<file path="src/rtl/acc_frame_ctrl.sv">
// acc_frame_ctrl
//   Folds a stream of unsigned IN_W-bit terms into an ACC_W-bit running sum
//   (modulo 2^ACC_W) and emits one result per frame over a valid/ready
//   handshake. A frame closes on in_last or once it holds N_MAX terms.
//
// Ports
//   clk        rising-edge clock
//   rst        synchronous active-high reset (highest priority)
//   clear      synchronous abort of the current frame; any held result is dropped
//   in_valid   input term valid
//   in_ready   block can accept a term (low only while a result is held)
//   in_data    unsigned input term, zero-extended to ACC_W
//   in_last    term closes its frame
//   out_valid  frame result valid
//   out_ready  consumer accepts the result
//   out_data   frame sum modulo 2^ACC_W
//   out_count  number of terms in the frame
//   out_ovf    a carry out of bit ACC_W-1 occurred during the frame
module acc_frame_ctrl #(
  parameter int IN_W  = 16,
  parameter int ACC_W = 20,
  parameter int N_MAX = 16
) (
  input  logic             clk,
  input  logic             rst,
  input  logic             clear,
  input  logic             in_valid,
  output logic             in_ready,
  input  logic [IN_W-1:0]  in_data,
  input  logic             in_last,
  output logic             out_valid,
  input  logic             out_ready,
  output logic [ACC_W-1:0] out_data,
  output logic [7:0]       out_count,
  output logic             out_ovf
);

  localparam logic [7:0] NMAX8 = 8'(N_MAX);

  typedef enum logic [1:0] {
    S_IDLE,
    S_ACCUM,
    S_HOLD
  } state_t;

  state_t             r_state;
  state_t             w_state_nxt;

  logic [ACC_W-1:0]   r_acc;
  logic [7:0]         r_count;
  logic               r_ovf;

  logic               r_out_valid;
  logic [ACC_W-1:0]   r_out_data;
  logic [7:0]         r_out_count;
  logic               r_out_ovf;

  logic [ACC_W-1:0]   w_acc_nxt;
  logic [7:0]         w_cnt_nxt;
  logic               w_ovf_nxt;
  logic               w_close;
  logic               w_release;

  logic               w_in_ready;
  logic               w_accept;
  logic [ACC_W-1:0]   w_term_ext;
  logic [ACC_W:0]     w_sum;
  logic [7:0]         w_cnt_inc;

  assign w_in_ready = (r_state != S_HOLD);
  // clear drops a presented term even though in_ready may read 1
  assign w_accept   = in_valid && w_in_ready && !clear;
  assign w_term_ext = ACC_W'(in_data);
  // Top bit of the widened sum is the carry out of the accumulator
  assign w_sum      = {1'b0, r_acc} + {1'b0, w_term_ext};
  assign w_cnt_inc  = r_count + 8'd1;

  always_comb begin
    w_state_nxt = r_state;
    w_acc_nxt   = r_acc;
    w_cnt_nxt   = r_count;
    w_ovf_nxt   = r_ovf;
    w_close     = 1'b0;
    w_release   = 1'b0;
    unique case (r_state)
      S_IDLE: begin
        if (w_accept) begin
          w_acc_nxt = w_term_ext;
          w_cnt_nxt = 8'd1;
          w_ovf_nxt = 1'b0;
          if (in_last || (NMAX8 == 8'd1)) begin
            w_state_nxt = S_HOLD;
            w_close     = 1'b1;
          end else begin
            w_state_nxt = S_ACCUM;
          end
        end
      end
      S_ACCUM: begin
        if (w_accept) begin
          w_acc_nxt = w_sum[ACC_W-1:0];
          w_ovf_nxt = r_ovf | w_sum[ACC_W];
          w_cnt_nxt = w_cnt_inc;
          if (in_last || (w_cnt_inc == NMAX8)) begin
            w_state_nxt = S_HOLD;
            w_close     = 1'b1;
          end
        end
      end
      S_HOLD: begin
        if (out_ready) begin
          w_state_nxt = S_IDLE;
          w_acc_nxt   = '0;
          w_cnt_nxt   = '0;
          w_ovf_nxt   = 1'b0;
          w_release   = 1'b1;
        end
      end
      default: begin
        w_state_nxt = S_IDLE;
      end
    endcase
  end

  always_ff @(posedge clk) begin
    if (rst) begin
      r_state     <= S_IDLE;
      r_acc       <= '0;
      r_count     <= '0;
      r_ovf       <= 1'b0;
      r_out_valid <= 1'b0;
      r_out_data  <= '0;
      r_out_count <= '0;
      r_out_ovf   <= 1'b0;
    end else if (clear) begin
      // Result registers keep their last value; only the valid is dropped
      r_state     <= S_IDLE;
      r_acc       <= '0;
      r_count     <= '0;
      r_ovf       <= 1'b0;
      r_out_valid <= 1'b0;
    end else begin
      r_state <= w_state_nxt;
      r_acc   <= w_acc_nxt;
      r_count <= w_cnt_nxt;
      r_ovf   <= w_ovf_nxt;
      if (w_close) begin
        // Result is captured from the post-update values on the closing edge
        r_out_valid <= 1'b1;
        r_out_data  <= w_acc_nxt;
        r_out_count <= w_cnt_nxt;
        r_out_ovf   <= w_ovf_nxt;
      end else if (w_release) begin
        r_out_valid <= 1'b0;
      end
    end
  end

  assign in_ready  = w_in_ready;
  assign out_valid = r_out_valid;
  assign out_data  = r_out_data;
  assign out_count = r_out_count;
  assign out_ovf   = r_out_ovf;

endmodule

</file>
<file path="config.mk">
export PLATFORM = sky130hd
export DESIGN_NAME = acc_frame_ctrl
export DESIGN_NICKNAME = d
export VERILOG_FILES = /design/src/rtl/acc_frame_ctrl.sv
export SDC_FILE = /design/constraint.sdc
export NUM_CORES = 1
export LEC_CHECK = 0
export ABC_AREA = 1
export BUFFER_PORTS_ARGS = -buffer_cell sky130_fd_sc_hd__buf_2
export CAP_MARGIN = 10
export CORE_MARGIN = 8
export CORE_UTILIZATION = 55
export CTS_BUF_LIST = sky130_fd_sc_hd__clkbuf_4
export CTS_CLUSTER_DIAMETER = 30
export CTS_CLUSTER_SIZE = 40
export DETAILED_ROUTE_END_ITERATION = 10
export PLACE_DENSITY = 0.8
export SLEW_MARGIN = 20
export SYNTH_ARGS = -nofsm -noshare
export SYNTH_HDL_FRONTEND = slang
export SYNTH_SLANG_ARGS = --single-unit
</file>
<file path="constraint.sdc">
create_clock -name clk -period 2.3 [get_ports clk]
set_input_delay 0.23 -clock clk [delete_from_list [all_inputs] [get_ports clk]]
set_output_delay 0.23 -clock clk [all_outputs]
set_load 0.02 [all_outputs]
</file>
Word level (Yosys, flattened, before mapping)
Index checks and enable logic that the tools add are counted.
W data, S select, Z words.
{ "word_totals": {"wordCells": 56, "ff_bits": 61, "in_bits": 22, "output_inout_bits": 31} }
{ "op_classes": {"add_sub_neg": 2, "n_mux": 27, "eq_ne": 8, "bitwise_logic": 2, "n_reduce_logical": 9} }
{ "op_table": {"columns": ["op", "count"], "rows": [
  ["$mux W20", 3],
  ["$pmux W20 S3", 1],
  ["$mux W8", 3],
  ["$pmux W8 S3", 1],
  ["$add A20 B16 Y21", 1],
  ["$mux W1", 11],
  ["$mux W2", 5],
  ["$ne A2 B2 Y1 const B", 5],
  ["$add A8 B1 Y8 const B", 1],
  ["$eq A8 B5 Y1 const B", 1],
  ["$pmux W2 S3", 1],
  ["$reduce_and A4 Y1", 1],
  ["$pmux W1 S3", 1],
  ["$eq A2 B1 Y1 const B", 1],
  ["$eq A2 B2 Y1 const B", 1],
  ["$logic_and A1 B1 Y1", 2],
  ["$logic_not A2 Y1", 1],
  ["$pmux W1 S2", 1],
  ["$reduce_and A2 Y1", 1],
  ["$reduce_bool A2 Y1", 1],
  ["$reduce_or A2 Y1", 1],
  ["$logic_not A1 Y1", 1],
  ["$logic_or A1 B1 Y1", 1],
  ["$not A1 Y1", 1],
  ["$or A1 B1 Y1", 1]
]} }

Depth between registers and ports, before layout
Gate-level depths: netlist of the first run.
{ "depth": {"depth_word": 7, "ltp_mapped": 16, "ltp_nobuf": 16} }

Worst setup path before layout of the first run
Ideal clock, no wire load.
{ "synth_path": {"path_kind": "reg2reg", "start": "reg r_acc[0]", "end": "reg r_out_data[8] (netlist: out_data[8])", "n_path_buf": 0, "arrival_ps": 1824, "stages_incl_launch_ff": 14, "slack_ps": 360, "required_ps": 2184, "setup_ps": 116, "period_less_slack_ps": 1940, "cell_sequence": "dfxtp_1 ha_1 fa_1 nand2_1 inv_1 nand2_1 nand3_1 nand2_1 nand2_1 or2_2 nand3_1 nand2_1 nor2_1 nor2_1"} }
{ "synth_via": {"elab_chain_cells": 3} }
{ "synth_lines": {"columns": ["item", "line_no", "rtl"], "rows": [
  ["start, declared", "49", "logic [ACC_W-1:0] r_acc;"],
  ["start signal, assigned", "144", "r_acc <= w_acc_nxt;"],
  ["$add A20 B16 Y21", "75", "assign w_sum = {1'b0, r_acc} + {1'b0, w_term_ext};"],
  ["$mux W20", "100", "if (w_accept) begin"],
  ["$pmux W20 S3", "85", "unique case (r_state)"],
  ["end signal, assigned", "150", "r_out_data <= w_acc_nxt;"],
  ["end, declared", "54", "logic [ACC_W-1:0] r_out_data;"]
]} }
Every way passes these cells.
A chain may end at the register's enable or synchronous reset.

Final worst setup path of the first run
{ "layout_path": {"start": "reg r_acc[8]", "end": "reg r_out_data[18] (netlist: out_data[18])"} }
The elaborated chain is that of the path after synthesis.

==> impl_metrics.toml, run 1 <==
[placement]
gp_congestion = 0.9386
io_buffer_count = 52
dpl.hpwl_um = 8608

[finish]
layout.nets = 724
area.growth.synth_to_final_pct = 13.61
final_cell_mix = "nand2_1 (171), nor2_1 (88), inv_1 (77)"
layout_commonest_cell = "nand2_1"
diodes = 0
fin_util = 0.6455
drive_gt1_frac = 0.1352

[grt]
overflow = 0
grt_pass1_vias = 4068
use_met3 = 0.04567
track_usage = 0.2271
grt_pass1_wl_um = 18460
grt_start_max_net_pins = 40
busiest_layer = "met2"
grtUsageMet2 = 0.3566
use_met1 = 0.2992
antenna_found_initial = 0

[worst_hold_path]
hp-class = "in -> reg"

[sta]
holdWs_ns = 0.06004
period_needed_ns = 2.090
hold_viol = 0
worst_slew_pin_slew_ns = 0.7423
relSlewSlack = 0.5046
max_freq_mhz = 478.5
finClkSkew_ns = 0.01182
post-route-period-util = 0.9086
report.final.slew_viol_count = 0
setup-tns-final_ns = 0
rsz0062_at_grt = "false"
setup_viol = 0

[route]
ant_nets = 0
wirelength_um = 11050
wl_per_cell_um = 14.09
viasPerCell = 5.360
drtPass1Iterations = 5
num_vias = 4202
drtIter0Drc = 312
drc = 0

[floorplan]
die_h_um = 99.78
floorplan.initialDensity = 0.5681
die-area_um2 = 9955
num_io_pins = 53
num_rows = 30
core_um2 = 6794
die_x_um = 99.78

[power]
power_density_nw_per_um2 = 488.0
vdd_drop_max_uv = 412.2
power_leakage_nw = 2.207

[synthesis]
synthCells = 622
ys_types = 35
synth_area_per_cell_um2 = 6.206
synth_seq_cells = 61
yosysSeqAreaShare = 0.3164
syn_area_um2 = 3860
synth_nets = 663
yosys_warnings = 0

[flow_run]
max_cap_viol_count = 0

[cts]
cts_buffers = 9
htree_levels = 3
clock_path_buffers = 2
cts_tree = "yes"
clkSinkCount = 61
clockRootBuffer = "clkbuf_4"
cts.reportedPaths.clkPinSlew_ns = 0.10
clk_latency_ns = 0.40

[outcome]
outcome = "finished clean"

[critical_path]
cp-start-kind = "register"
cp.required_ns = 2.61
endpoint_kind = "register"
crit_fanout = 5
arrival_ns = 2.40
critPathKind = "reg -> reg"
==> what timing repair did <==
item | in CTS | in global routing
resized for setup | 0 | 3
setup buffers | 0 | 1
hold buffers | 0 | 0
setup endpoints to repair | 0 | 6
==> cell usage after synthesis <==
cell / n / area (um2)
a21boi_0: 1 / 7.510
a21boi_4: 1 / 18.77
a21oi_1: 58 / 290.3
a221oi_1: 1 / 8.760
a22o_1: 1 / 8.760
a22oi_1: 3 / 22.52
a31oi_1: 1 / 6.260
and2_1: 1 / 6.260
and3_1: 1 / 6.260
buf_1: 1 / 3.750
buf_2: 5 / 25.02
buf_4: 4 / 30.03
clkbuf_1: 3 / 11.26
clkinv_1: 1 / 3.750
dfxtp_1: 61 / 1221
fa_1: 1 / 20.02
ha_1: 18 / 225.2
inv_1: 77 / 289.0
inv_2: 1 / 3.750
nand2_1: 171 / 641.9
nand3_1: 41 / 205.2
nand3b_1: 2 / 15.01
nand4_1: 8 / 50.05
nor2_1: 88 / 330.3
nor2_2: 2 / 12.51
nor2_4: 1 / 11.26
nor3_1: 5 / 25.02
nor3b_1: 1 / 7.510
o21ai_0: 27 / 135.1
o21ai_1: 18 / 90.09
o22ai_1: 3 / 18.77
o311ai_0: 1 / 8.760
o31ai_1: 4 / 30.03
or2_2: 7 / 43.79
xor2_1: 3 / 26.28
==> final timing paths <==
kind,startpoint,endpoint,slack [ns],depth (start not counted)
max reg2reg,r_acc[8],out_data[18],0.21,12
min,rst,out_data[12],0.06,2
min reg2reg,out_data[12],out_data[12],0.49,2
max,r_acc[8],out_data[18],0.21,12
==> area by class of cell <==
| cell class | count | area [um2] |
|---|---|---|
| Clock buffer | 11 | 82.58 |
| Fill cell | 616 | 2409 |
| Clock inverter | 5 | 27.53 |
| Multi-Input combinational cell | 469 | 2282 |
| Inverter | 79 | 296.5 |
| Timing Repair Buffer | 63 | 355.3 |
| Tap cell | 96 | 120.1 |
| Sequential cell | 61 | 1221 |
==> state kept, by name, indices dropped and copies added, names as in the netlist <==
name,count
r_state,2
out_valid,1
out_ovf,1
out_count,8
r_count,8
r_acc,20
r_ovf,1
out_data,20
==> logic make-up (layout without fill, tap and decap cells) <==
kind of cell    after synthesis  after routing  share of synthesized area
compound gates              119            119                     0.1673
flops                        61             61                     0.3164
fa+ha+maj                    19             19                    0.06353
xor+xnor                      3              3                   0.006808
simple gates                328            328                     0.3511
buf+inv                      92            158                    0.09497
==> power breakdown <==
part           total, mW  switching, mW  internal [mW]
Sequential          1.12         0.0246           1.09
Clock              0.610          0.371          0.239
Combinational      0.412          0.274          0.138
Total               2.14          0.670           1.47
==> through the flow <==
| stage | cell area [um2] | power, mW | cells | setup WS, ns |
|---|---|---|---|---|
| floorplan | 3860 | 1.413 | 622 | 0.3603 |
| global route | 4385 | 2.252 | 784 | 0.02432 |
| detailed placement | 4258 | 1.547 | 767 | 0.1338 |
| CTS | 4368 | 2.149 | 783 | 0.1792 |
| finish | 4385 | 2.140 | 784 | 0.2101 |
| global placement | 4258 | 1.539 | 767 | 0.1865 |
==> layer usage <==
| metal | vias to the layer above | part of all wire | wire [um] |
|---|---|---|---|
| met5 | - | 0 | 0 |
| met3 | 27 | 0.073 | 801 |
| met4 | 0 | 0.020 | 223 |
| met1 | 1875 | 0.47 | 5246 |
| li1 | 2135 | - | - |
| met2 | 165 | 0.43 | 4774 |
==> worst max-delay path: stages (launching register included) <==
cell and delay [ns]:
dfxtp_1 0.35, ha_1 0.38, nand2_1 0.14, nor2_1 0.24
nand3_1 0.15, nand3_1 0.15, nand2_1 0.08, nand2_1 0.12
nand3_1 0.08, nand3_1 0.10, nand4_1 0.10, nand2_1 0.08
inv_1 0.03
(Power assumes the default switching activity.)
==> run 2: changes to the inputs <==
- PLACE_DENSITY: 0.8 -> 0.73
- RECOVER_POWER: default -> 50
==> run 2 against run 1 <==
Against the previous run: hold slack worse by 0.012 ns; global-route usage is 0.69 points higher; combinational power hardly changed; highest routed layer unchanged.
==> impl_metrics.toml, run 2 (synthesis gave the netlist of run 1 again) <==
[outcome]
outcome = "finished clean"

[cts]
cts.reportedPaths.clkPinSlew_ns = 0.10
cts_tree = "yes"
cts_hold_buf = 0
clock_path_buffers = 2
cts_buffers = 9
clockRootBuffer = "clkbuf_4"
clk_latency_ns = 0.41
htree_levels = 3
clkSinkCount = 61

[finish]
fin_area_um2 = 4379
fin_util = 0.6446
layout_commonest_cell = "nand2_1"
stdcell_count = 785
layout.nets = 725
fill_cells = 675
area.growth.synth_to_final_pct = 13.45
diodes = 0
drive_gt1_frac = 0.08128
final_cell_mix = "nand2_1 (171), nor2_1 (89), inv_1 (77)"

[grt]
antenna_found_initial = 0
use_met1 = 0.3175
grt_pass1_wl_um = 18860
grtUsageMet2 = 0.3545
busiest_layer = "met2"
grt_pass1_vias = 3988
use_met3 = 0.04706
overflow = 0
track_usage = 0.2340
grt_start_max_net_pins = 30

[route]
drtIter0Drc = 363
drtPass1Iterations = 4
drc = 0
wl_per_cell_um = 14.37
num_vias = 4238
viasPerCell = 5.399
wirelength_um = 11280
ant_nets = 0

[worst_hold_path]
hp-class = "in -> reg"
hp-start = "rst"

[sta]
hold_viol = 0
report.final.slew_viol_count = 0
rsz0062_at_grt = "false"
finClkSkew_ns = 0.008144
worst_slew_pin_slew_ns = 0.7109
max_freq_mhz = 476.7
layout_setup_ws_ns = 0.2020
period_needed_ns = 2.098
holdWs_ns = 0.04820
relSlewSlack = 0.5256
setup-tns-final_ns = 0
setup_viol = 0
post-route-period-util = 0.9122

[critical_path]
crit_start = "r_state[1]"
crit_fanout = 8
r2r-start = "r_state[1]"
arrival_ns = 2.41
cp-start-kind = "register"
endpoint_kind = "register"
critPathKind = "reg -> reg"
cp.required_ns = 2.61

[power]
switching_share = 0.2938
power_density_nw_per_um2 = 533.9
power_frac_comb = 0.175
power_frac_seq = 0.478
vdd_drop_max_uv = 402.5
p_sw_mw = 0.6869
power_leakage_nw = 2.098
clkPwrFrac = 0.347
fin_total_pwr_mw = 2.338
p_int_mw = 1.651

[floorplan]
die-area_um2 = 9955
core_um2 = 6794
die_h_um = 99.78
floorplan.initialDensity = 0.5681
num_io_pins = 53
num_rows = 30
die_x_um = 99.78

[placement]
place_ws_ns = 0.1502
placed_cell_area_um2 = 4273
dpl.hpwl_um = 8833
dp_cells = 769
gp_congestion = 0.9463
io_buffer_count = 52

[flow_run]
max_cap_viol_count = 0
-- run 2: area by class of cell --
cell class	count	area, um2	area share
Clock inverter	7	80.08	0.01829
Multi-Input combinational cell	469	2272	0.5189
Clock buffer	9	67.56	0.01543
Sequential cell	61	1221	0.2789
Timing Repair Buffer	64	321.6	0.07343
Inverter	79	296.5	0.06771
Tap cell	96	120.1	0.02743
-- run 2: per-layer routing --
metal  up-vias  share of wire
li1       2141              -
met2       140           0.43
met3        19          0.064
met4         0          0.020
met1      1938           0.49
met5         -              0
-- run 2: critical path: stages, from the launching register on --
cell and delay (ns):
dfxtp_1 0.38, inv_1 0.12, nor2_1 0.08, nand2_1 0.15, nand2_1 0.12, nor2_1 0.32
inv_1 0.26, a22o_1 0.24, inv_1 0.07, nand2_1 0.09, nor2_1 0.13, nor2_1 0.06
-- run 2: final timing paths --
check,endpoint,slack (ns),cells past startpoint
worst max register to register,out_data[5],0.20,11
worst max-delay path,out_data[5],0.20,11
worst min register to register,out_valid,0.49,2
worst min-delay path,out_data[12],0.05,2
-- run 2: power groups by stage --
| stage | registers (mW) | clock network [mW] | logic [mW] |
|---|---|---|---|
| after detailed placement | 1.14 | 0 | 0.412 |
| final | 1.12 | 0.810 | 0.409 |
| after global placement | 1.14 | 0 | 0.406 |
| after CTS | 1.12 | 0.818 | 0.415 |
| after floorplan | 1.17 | 0 | 0.241 |
| after global routing | 1.12 | 0.857 | 0.457 |
-- run 2: what timing repair did --
action | CTS | global route
hold endpoints to repair | 0 | 0
setup buffers | 0 | 0
endpoints found under the setup margin | 0 | 11
gates resized for setup | 0 | 2
